==> src/rtl/hps_mm_bridge.sv <==
`default_nettype none
// +--------------------------------------------------------------------------+
// | hps_mm_bridge: Avalon-MM slave register block for multi-channel TX/RX    |
// | FIFOs, control strobes, thresholds and masked sticky interrupts.         |
// | Revision: 1.0                                                            |
// +--------------------------------------------------------------------------+
module hps_mm_bridge #(
  parameter int DATA_W       = 8,
  parameter int CHANNELS     = 2,
  parameter int LEVEL_W      = 8,
  parameter int RX_THR_RST   = 600,
  parameter int COMP_THR_RST = 6
) (
  input  logic                         clk,
  input  logic                         reset_n,
  input  logic [7:0]                   address,
  input  logic                         read_en,
  input  logic                         write_en,
  input  logic                         chipselect,
  input  logic [31:0]                  writedata,
  output logic [31:0]                  readdata,
  output logic [CHANNELS*DATA_W-1:0]   data_tx,
  output logic [CHANNELS-1:0]          wren_fifo_tx,
  input  logic [CHANNELS*LEVEL_W-1:0]  size_fifo_tx,
  input  logic [CHANNELS-1:0]          ready_tx,
  input  logic [CHANNELS*DATA_W-1:0]   data_rx,
  output logic [CHANNELS-1:0]          rden_fifo_rx,
  input  logic [CHANNELS*LEVEL_W-1:0]  size_fifo_rx,
  output logic [CHANNELS-1:0]          start_tx,
  output logic                         navig_timer_start,
  input  logic [CHANNELS-1:0]          irq_src,
  output logic                         irq,
  output logic [31:0]                  rx_threshold,
  output logic [31:0]                  comp_threshold,
  output logic [31:0]                  guard_interval,
  output logic [31:0]                  mem_addr,
  input  logic [31:0]                  end_address,
  input  logic [1:0]                   key,
  output logic [7:0]                   led
);

  localparam logic [7:0] c_ID      = 8'h00;
  localparam logic [7:0] c_CTRL    = 8'h04;
  localparam logic [7:0] c_TX_DATA = 8'h08;
  localparam logic [7:0] c_RX_DATA = 8'h0C;
  localparam logic [7:0] c_STATUS  = 8'h10;
  localparam logic [7:0] c_RX_THR  = 8'h14;
  localparam logic [7:0] c_CMP_THR = 8'h18;
  localparam logic [7:0] c_GUARD   = 8'h1C;
  localparam logic [7:0] c_MEM     = 8'h20;
  localparam logic [7:0] c_END     = 8'h24;
  localparam logic [7:0] c_IRQ_PND = 8'h28;
  localparam logic [7:0] c_IRQ_MSK = 8'h2C;
  localparam logic [7:0] c_LED     = 8'h30;

  logic [2:0]              r_sel;
  logic [7:0]              r_ovf, r_udf;
  logic [CHANNELS-1:0]     r_irq_src_q, r_irq_pend, r_irq_mask;
  logic [CHANNELS-1:0]     w_irq_rise, w_pend_clr;
  logic                    w_wr, w_rd, w_sel_ok;
  logic [7:0]              w_sel_oh, w_wsel_oh;
  logic [31:0]             w_rdata;

  // Channel views padded to 8 entries so any 3-bit sel indexes safely.
  logic [LEVEL_W-1:0]      w_size_tx_a [8];
  logic [LEVEL_W-1:0]      w_size_rx_a [8];
  logic [DATA_W-1:0]       w_data_rx_a [8];
  logic [7:0]              w_ready_a;
  logic [LEVEL_W-1:0]      w_lvl_tx, w_lvl_rx;
  logic [7:0]              w_lvl_rx8;
  logic                    w_unused;

  for (genvar g = 0; g < 8; g++) begin : g_ch
    if (g < CHANNELS) begin : g_live
      assign w_size_tx_a[g] = size_fifo_tx[g*LEVEL_W +: LEVEL_W];
      assign w_size_rx_a[g] = size_fifo_rx[g*LEVEL_W +: LEVEL_W];
      assign w_data_rx_a[g] = data_rx[g*DATA_W +: DATA_W];
      assign w_ready_a[g]   = ready_tx[g];
    end else begin : g_pad
      assign w_size_tx_a[g] = '0;
      assign w_size_rx_a[g] = '0;
      assign w_data_rx_a[g] = '0;
      assign w_ready_a[g]   = 1'b0;
    end
  end

  if (LEVEL_W >= 8) begin : g_lvl_trunc
    assign w_lvl_rx8 = w_lvl_rx[7:0];
  end else begin : g_lvl_ext
    assign w_lvl_rx8 = {{(8-LEVEL_W){1'b0}}, w_lvl_rx};
  end

  assign w_wr       = chipselect & write_en;
  assign w_rd       = chipselect & read_en & ~write_en;
  assign w_sel_ok   = 32'(r_sel) < CHANNELS;
  assign w_sel_oh   = 8'b1 << r_sel;
  assign w_wsel_oh  = 8'b1 << writedata[10:8];
  assign w_lvl_tx   = w_size_tx_a[r_sel];
  assign w_lvl_rx   = w_size_rx_a[r_sel];
  assign w_irq_rise = irq_src & ~r_irq_src_q;
  assign w_pend_clr = (w_wr && address == c_IRQ_PND) ? writedata[CHANNELS-1:0] : '0;
  assign w_unused   = key[1];

  always_comb begin
    w_rdata = '0;
    case (address)
      c_ID:      w_rdata = {16'h4842, 8'(CHANNELS), 8'(DATA_W)};
      c_CTRL:    w_rdata = {21'b0, r_sel, 8'b0};
      c_RX_DATA: if (w_sel_ok && w_lvl_rx != '0) w_rdata = 32'(w_data_rx_a[r_sel]);
      c_STATUS:  w_rdata = {r_ovf, r_udf, w_ready_a[r_sel], 7'b0, w_lvl_rx8};
      c_RX_THR:  w_rdata = rx_threshold;
      c_CMP_THR: w_rdata = comp_threshold;
      c_GUARD:   w_rdata = guard_interval;
      c_MEM:     w_rdata = mem_addr;
      c_END:     w_rdata = end_address;
      c_IRQ_PND: w_rdata = 32'(r_irq_pend);
      c_IRQ_MSK: w_rdata = 32'(r_irq_mask);
      default:   w_rdata = '0;
    endcase
  end

  always_ff @(posedge clk) begin
    if (!reset_n) begin
      readdata          <= '0;
      data_tx           <= '0;
      wren_fifo_tx      <= '0;
      rden_fifo_rx      <= '0;
      start_tx          <= '0;
      navig_timer_start <= 1'b0;
      irq               <= 1'b0;
      rx_threshold      <= 32'(RX_THR_RST);
      comp_threshold    <= 32'(COMP_THR_RST);
      guard_interval    <= '0;
      mem_addr          <= '0;
      led               <= '0;
      r_sel             <= '0;
      r_ovf             <= '0;
      r_udf             <= '0;
      r_irq_src_q       <= '0;
      r_irq_pend        <= '0;
      r_irq_mask        <= '0;
    end else begin
      wren_fifo_tx      <= '0;
      rden_fifo_rx      <= '0;
      start_tx          <= '0;
      navig_timer_start <= 1'b0;
      r_irq_src_q       <= irq_src;
      readdata          <= w_rd ? w_rdata : 32'd0;
      // A new edge wins over a same-cycle W1C clear.
      r_irq_pend        <= (r_irq_pend & ~w_pend_clr) | w_irq_rise;
      irq               <= |(r_irq_pend & r_irq_mask);

      if (w_wr) begin
        case (address)
          c_CTRL: begin
            r_sel <= writedata[10:8];
            // The start strobe targets the channel selected by this same write.
            if (writedata[0]) start_tx <= w_wsel_oh[CHANNELS-1:0];
            navig_timer_start <= writedata[1];
          end
          c_TX_DATA: begin
            if (w_sel_ok) begin
              if (!(&w_lvl_tx)) begin
                wren_fifo_tx <= w_sel_oh[CHANNELS-1:0];
                for (int i = 0; i < CHANNELS; i++)
                  if (w_sel_oh[i]) data_tx[i*DATA_W +: DATA_W] <= writedata[DATA_W-1:0];
              end else begin
                r_ovf <= r_ovf | w_sel_oh;
              end
            end
          end
          c_STATUS: begin
            r_ovf <= r_ovf & ~writedata[31:24];
            r_udf <= r_udf & ~writedata[23:16];
          end
          c_RX_THR:  rx_threshold   <= writedata;
          c_CMP_THR: comp_threshold <= writedata;
          c_GUARD:   guard_interval <= writedata;
          c_MEM:     mem_addr       <= writedata;
          c_IRQ_MSK: r_irq_mask     <= writedata[CHANNELS-1:0];
          c_LED:     led            <= writedata[7:0];
          default: ;
        endcase
      end

      if (w_rd && address == c_RX_DATA && w_sel_ok) begin
        if (w_lvl_rx != '0) rden_fifo_rx <= w_sel_oh[CHANNELS-1:0];
        else                r_udf        <= r_udf | w_sel_oh;
      end

      if (!key[0]) led[1:0] <= 2'b11;
    end
  end

endmodule
`default_nettype wire
==> config.mk <==
export PLATFORM = sky130hd
export DESIGN_NAME = hps_mm_bridge
export DESIGN_NICKNAME = d
export VERILOG_FILES = /design/src/rtl/hps_mm_bridge.sv
export SDC_FILE = /design/constraint.sdc
export NUM_CORES = 1
export LEC_CHECK = 0
export CORE_MARGIN = 2
export CORE_UTILIZATION = 36
export DETAILED_ROUTE_END_ITERATION = 12
export PLACE_DENSITY = 0.81
export SLEW_MARGIN = 20
export SYNTH_ARGS = -nofsm -noshare
export SYNTH_HDL_FRONTEND = slang
export SYNTH_SLANG_ARGS = --single-unit
==> constraint.sdc <==
create_clock -name clk -period 2.1 [get_ports clk]
set_input_delay 0.525 -clock clk [delete_from_list [all_inputs] [get_ports clk]]
set_output_delay 0.525 -clock clk [all_outputs]
set_load 0.005 [all_outputs]
==> results.toml, run 1 <==
[power_and_ir_drop]
irDropWorstVdd_mv = 0.611
p_comb_share_pct = 7.1
internal_power_mw = 7.27
leakagePower_nw = 5.16
p_sw_share_pct = 22.1
clkPwrFrac_pct = 48.7
powerDensity_nw_per_um2 = 634
p_total_mw = 9.33
power_switching_mw = 2.07
seqPwrFrac_pct = 44.2

[clock_tree]
clockRootBuffer = "clkbuf_16"
clkTransAtPathRegs_ns = 0.06
numClockSinks = 217
insertion_delay_ns = 0.51
hold_buffers = 0
cts_buffer_depth = 3
cts_buffers = 24
htreeDepth = 1
cts_tree = "built"

[grt]
grt_first_pass_wirelength_um = 58300
antenna_found_initial = 2
grt_util_met3_pct = 4.29
gr-usage-all-layers_pct = 28.5
grt_pass1_vias = 10000
grt_overflow = 0
use_met2_pct = 47.7
grt-busiest-layer = "met2"
grt_util_met1_pct = 36.3
grt_max_degree = 39

[sta]
relSlewSlack_pct = 68.7
finalCriticalPeriod_ns = 2.13
finalSetupTns_ns = -0.0641
hold_viol = 0
max_freq_mhz = 470
finClkSkew_ns = 0.00833
finalMaxSlewViolations = 0
rsz0062_at_grt = "yes"
setup_viol = 6
tightest_slew_ns = 0.464
final.setup.worst_slack_ns = -0.0274
hold_ws_ns = 0.435
min_period_over_period_pct = 101

[route]
wirelength_um = 40400
drt_pre_antenna_iters = 9
vias = 10400
drtIter0Drc = 1321
routedWlPerCell_um = 22.0
postRouteAntennaNets = 0
vias_per_cell = 5.65
route.detailed.drc = 0

[finish]
final_nets = 1627
final_common_cell = "nand2_1"
most-common-layout-cells = "nand2_1 (318), clkdlybuf4s50_1 (315), dfxtp_1 (216), a21oi_1 (170), buf_4 (111)"
final_area_um2 = 14700
area.growth.synth_to_final_pct = 64.3
utilization_pct = 60.4
drive_gt1_share_pct = 16.2
fill_cells = 2053
final_cells = 1840

[logic_synthesis]
synth-edff-count = 0
synthArstFlopShare_pct = 0
netlist_instances = 1096
synth_seq_area_share_pct = 48.4
synth.avg_cell_area_um2 = 8.18
synthFlopType = "dfxtp_1"
syn_area_um2 = 8970
yosysWarnings = 0
syn_nets = 1227
yosysUniqueCellTypes = 54
synth_seq_cells = 217

[critical_path]
critPathMaxFanout = 8
critPathArrivalTime_ns = 2.55
endpoint_kind = "register"
reg2reg_setup_slack_ns = -0.03
crit_path_start_kind = "register"
crit_required_ns = 2.52
critPathKind = "register to register"

[floorplanning]
core_um2 = 24400
pin_count = 323
die_area_um2 = 26200
die_width_um = 162
die_height_um = 162
start_util_pct = 36.8
row_count = 57

[flow_run]
drv_cap = 0

[placement]
numPortBuffers = 321
dp_cells = 1781
dp_hpwl_um = 28400
dp_slack_ns = -0.639
gp_congestion = 0.914
placed_area_um2 = 13500

[status]
status = "complete, but fails checks"
violations = "setup timing"

[min_path]
hold_path.class = "register to register"
worst paths after layout:
check	startpoint	end	depth (start not counted)
worst max register to register	r_sel[0]	r_udf[7]	6
worst min register to register	r_ovf[2]	r_ovf[2]	2
worst max-delay path	r_sel[0]	r_udf[7]	6
worst min-delay path	r_ovf[2]	r_ovf[2]	2
critical path, cell delays in order, from the launching register on:
cell and delay, ns:
dfxtp_4 0.43, buf_12 0.16, mux2i_4 0.28, a21oi_2 0.08
or4_4 0.53, or2_4 0.33, a221oi_2 0.23
cells by family after synthesis:
family                 share of synthesized area (%)
AOI/OAI and AO/OA                               19.9
buffers and inverters                           4.88
DFF                                             48.4
muxes                                           4.83
and+or+nand+nor                                 21.9
cell usage after synthesis (3+ instances only):
| library cell | number | area, um2 |
|---|---|---|
| nand2_1 | 322 | 1210 |
| dfxtp_1 | 217 | 4340 |
| a21oi_1 | 175 | 876 |
| clkbuf_1 | 58 | 218 |
| nor2_1 | 41 | 154 |
| mux2i_1 | 32 | 320 |
| nand3_1 | 28 | 140 |
| a222oi_1 | 27 | 270 |
| a22oi_1 | 25 | 188 |
| buf_2 | 23 | 115 |
| a31oi_1 | 12 | 75.1 |
| mux2_2 | 10 | 113 |
| nor3_1 | 9 | 45.0 |
| and2_1 | 8 | 50.1 |
| o21ai_1 | 8 | 40.0 |
| nand4_1 | 7 | 43.8 |
| nor4_1 | 7 | 43.8 |
| a41oi_1 | 6 | 52.6 |
| o31ai_1 | 5 | 37.5 |
| a21boi_0 | 4 | 30.0 |
| a221oi_1 | 4 | 35.0 |
| a221oi_2 | 4 | 60.1 |
| and3_1 | 4 | 25.0 |
| buf_4 | 4 | 30.0 |
| buf_6 | 4 | 45.0 |
| inv_1 | 4 | 15.0 |
| o21ai_0 | 4 | 20.0 |
| or4_1 | 4 | 30.0 |
| a22o_1 | 3 | 26.3 |
| buf_1 | 3 | 11.3 |
| nor2b_1 | 3 | 18.8 |
| nor4b_1 | 3 | 26.3 |
| o21a_1 | 3 | 22.5 |
repair_timing:
item	4_1_cts	5_1_grt
resized for setup	22	32
buffers inserted	1	8
endpoints found under the setup margin	71	75
gates cloned	0	4
pin swaps	1	12
routing by layer:
metal	share of wire, %	up-vias
met3	9.6	131
met4	5.0	0
met5	0	-
met1	39	4898
met2	47	703
li1	-	4657
sequential cells by signal, summed over array words and instances, names as in the netlist:
name and flops:
start_tx 2, comp_threshold 32, r_sel 3, rden_fifo_rx 2
guard_interval 32, mem_addr 32, data_tx 16, r_irq_pend 2
readdata 32, irq 1, r_ovf 8, led 8
r_irq_mask 2, navig_timer_start 1, wren_fifo_tx 2, r_udf 8
r_irq_src_q 2, rx_threshold 32
layout make-up:
cell class                      instances  area, um2  share of cell area, %
Timing Repair Buffer                  466       4670                   31.7
Inverter                                5       21.3                  0.144
Clock inverter                         10        163                   1.10
Antenna cell                            2       5.00                 0.0340
Sequential cell                       217       4350                   29.5
Multi-Input combinational cell        782       4430                   30.1
Clock buffer                           34        689                   4.68
Tap cell                              324        405                   2.75
power by group through the flow:
stage | logic, mW | registers (mW) | clock network, mW
floorplan | 0.163 | 4.22 | 0
global placement | 0.608 | 4.22 | 0
detailed placement | 0.613 | 4.22 | 0
CTS | 0.628 | 4.13 | 4.55
global route | 0.690 | 4.13 | 4.74
finish | 0.660 | 4.13 | 4.54
(Power assumes the default switching activity.)
==> run 2, diff against run 1 <==
- CELL_PAD_IN_SITES_DETAIL_PLACEMENT: not set -> 1
- CELL_PAD_IN_SITES_GLOBAL_PLACEMENT: not set -> 1
- CORE_UTILIZATION: 36 -> 29
- PLACE_DENSITY: 0.81 -> 0.88
- REMOVE_ABC_BUFFERS: not set -> 1
==> run 2 against run 1 <==
Effect of this change:
- the run still ends with setup timing left
- wire length grew 16%
- largest power group unchanged
- count of clock-buffer cells in the layout is 3 higher
- clock skew increased by 0.0034 ns
- clock power shrank 5.7%
- largest cell class unchanged
- worst hold slack gained 0.017 ns
- via count rose by 1.6%
- die area is 24% higher
- worst setup slack worse by 0.042 ns
- non-clock buffer count fell by 5
- register-to-register slack got worse by 0.04 ns
- critical path depth grew 1
==> results.toml, run 2 (synthesis gave the netlist of run 1 again) <==
[power_and_ir_drop]
powerDensity_nw_per_um2 = 620
clkPwrFrac_pct = 47.2
p_sw_share_pct = 23.1
irDropWorstVdd_mv = 0.463
p_comb_share_pct = 7.3
internal_power_mw = 6.98
leakagePower_nw = 5.10
seqPwrFrac_pct = 45.5
p_total_mw = 9.07
power_switching_mw = 2.10

[clock_tree]
cts_tree = "built"
clockRootBuffer = "clkbuf_16"
cts_buffers = 25
insertion_delay_ns = 0.53
cts_buffer_depth = 3
htreeDepth = 1
hold_buffers = 0
clkTransAtPathRegs_ns = 0.06
numClockSinks = 217

[min_path]
min_to = "r_ovf[4]"
worstHoldPathCells = 2
hp-start = "r_ovf[4]"
hold_path.class = "register to register"

[critical_path]
rr_startpoint = "r_sel[0]"
critPathKind = "register to register"
crit_required_ns = 2.48
rr_endpoint = "readdata[1]"
worstRegToRegCells = 7
critPathMaxFanout = 9
crit_path_start_kind = "register"
crit_path_start = "r_sel[0]"
reg2reg_setup_slack_ns = -0.07
critPathArrivalTime_ns = 2.55
endpoint_kind = "register"

[sta]
finClkSkew_ns = 0.0117
finalCriticalPeriod_ns = 2.17
setup_viol = 8
tightest_slew_ns = 0.735
finalSetupTns_ns = -0.278
finalMaxSlewViolations = 0
relSlewSlack_pct = 50.3
final.setup.worst_slack_ns = -0.0697
max_freq_mhz = 461
rsz0062_at_grt = "yes"
hold_viol = 0
min_period_over_period_pct = 103

[grt]
gr-usage-all-layers_pct = 27.4
grt_first_pass_wirelength_um = 69300
grt_overflow = 0
grt_pass1_vias = 11400
antenna_found_initial = 5
grt_max_degree = 72

[route]
vias = 10600
wirelength_um = 46800
postRouteAntennaNets = 0
routedWlPerCell_um = 24.5
drtIter0Drc = 780
drt_pre_antenna_iters = 6
route.detailed.drc = 0
vias_per_cell = 5.53

[floorplanning]
start_util_pct = 29.4
core_um2 = 30500
pin_count = 323
die_area_um2 = 32300
row_count = 64
die_height_um = 180
die_width_um = 180

[flow_run]
drv_cap = 0

[status]
status = "complete, but fails checks"
violations = "setup timing"

[finish]
area.growth.synth_to_final_pct = 63.2
drive_gt1_share_pct = 15.6
final_common_cell = "nand2_1"
most-common-layout-cells = "nand2_1 (318), clkdlybuf4s50_1 (313), dfxtp_1 (216), a21oi_1 (172), buf_4 (110)"
final_nets = 1623

[placement]
gp_congestion = 0.905
numPortBuffers = 321
dp_hpwl_um = 33200
[run 2: changes by cell type in the layout (fill, tap and decap cells not counted), sizes merged]
| cell | change |
|---|---|
| clkdlybuf4s50 | -2 |
| dlygate4sd2 | +2 |
| clkinvlp | +1 |
| inv | +1 |
| clkinv | -4 |
| buf | -2 |
| bufinv | -3 |
| diode | +2 |
[run 2: stage by stage]
step	area [um2]	setup WS [ns]	std cells	util, %	hold slack [ns]
2_1_floorplan	8550	-1.74	1004	-	0.411
5_1_grt	14600	-0.111	1907	48.0	0.461
3_5_place_dp	13600	-0.693	1855	44.4	0.429
6_report	14600	-0.0697	1907	48.0	0.451
3_3_place_gp	13600	-0.664	1855	44.4	0.418
4_1_cts	14500	-0.0122	1902	47.6	0.447
[run 2: worst max path at each step]
stage	end	slack, ns
after detailed placement	readdata[20]	-0.69
after global routing	r_udf[6]	-0.11
after global placement	r_udf[7]	-0.66
final	readdata[1]	-0.07
after floorplan	rx_threshold[0]	-1.74
after CTS	r_udf[6]	-0.01
[run 2: area by class of cell]
type,count,area [um2]
clock buffers,37,731
fillers,3523,15900
well taps,396,495
clock inverters,5,61.3
multi-input cells,782,4400
repair buffers,461,4560
diodes,4,10.0
inverters,5,21.3
flip-flops and latches,217,4350
[run 2: repair_timing]
| action | 4_1_cts | 5_1_grt |
|---|---|---|
| buffers inserted | 6 | 2 |
| cloned | 1 | 0 |
| resized for setup | 31 | 21 |
| endpoints found under the hold margin | 0 | 0 |
| pin swaps | 8 | 6 |
| setup endpoints to repair | 107 | 144 |
[run 2: metal layers]
layer | GRT usage, % | wire length [um]
met1 | 32.0 | 18200
met2 | 48.0 | 22900
met3 | 5.41 | 3190
met4 | 13.5 | 2510
met5 | 0 | 16
[run 2: worst max-delay path, cell delays in order, from the launching register on]
cell and delay [ns]:
dfxtp_4 0.42, buf_12 0.16, mux2i_4 0.28, a21oi_2 0.08, or4_4 0.57, buf_4 0.22, nand3_1 0.14, a31oi_1 0.14
[run 2: power by group through the flow]
| stage | logic, mW | registers (mW) | clock network (mW) |
|---|---|---|---|
| floorplan | 0.118 | 4.22 | 0 |
| global placement | 0.596 | 4.22 | 0 |
| detailed placement | 0.615 | 4.22 | 0 |
| CTS | 0.633 | 4.13 | 4.33 |
| global route | 0.687 | 4.13 | 4.52 |
| finish | 0.658 | 4.13 | 4.28 |
==> run 3, diff against run 2 <==
- SLEW_MARGIN: 20 -> 30
==> results of run 3 <==
Final layout, timing and power as in run 2 (identical DEF).
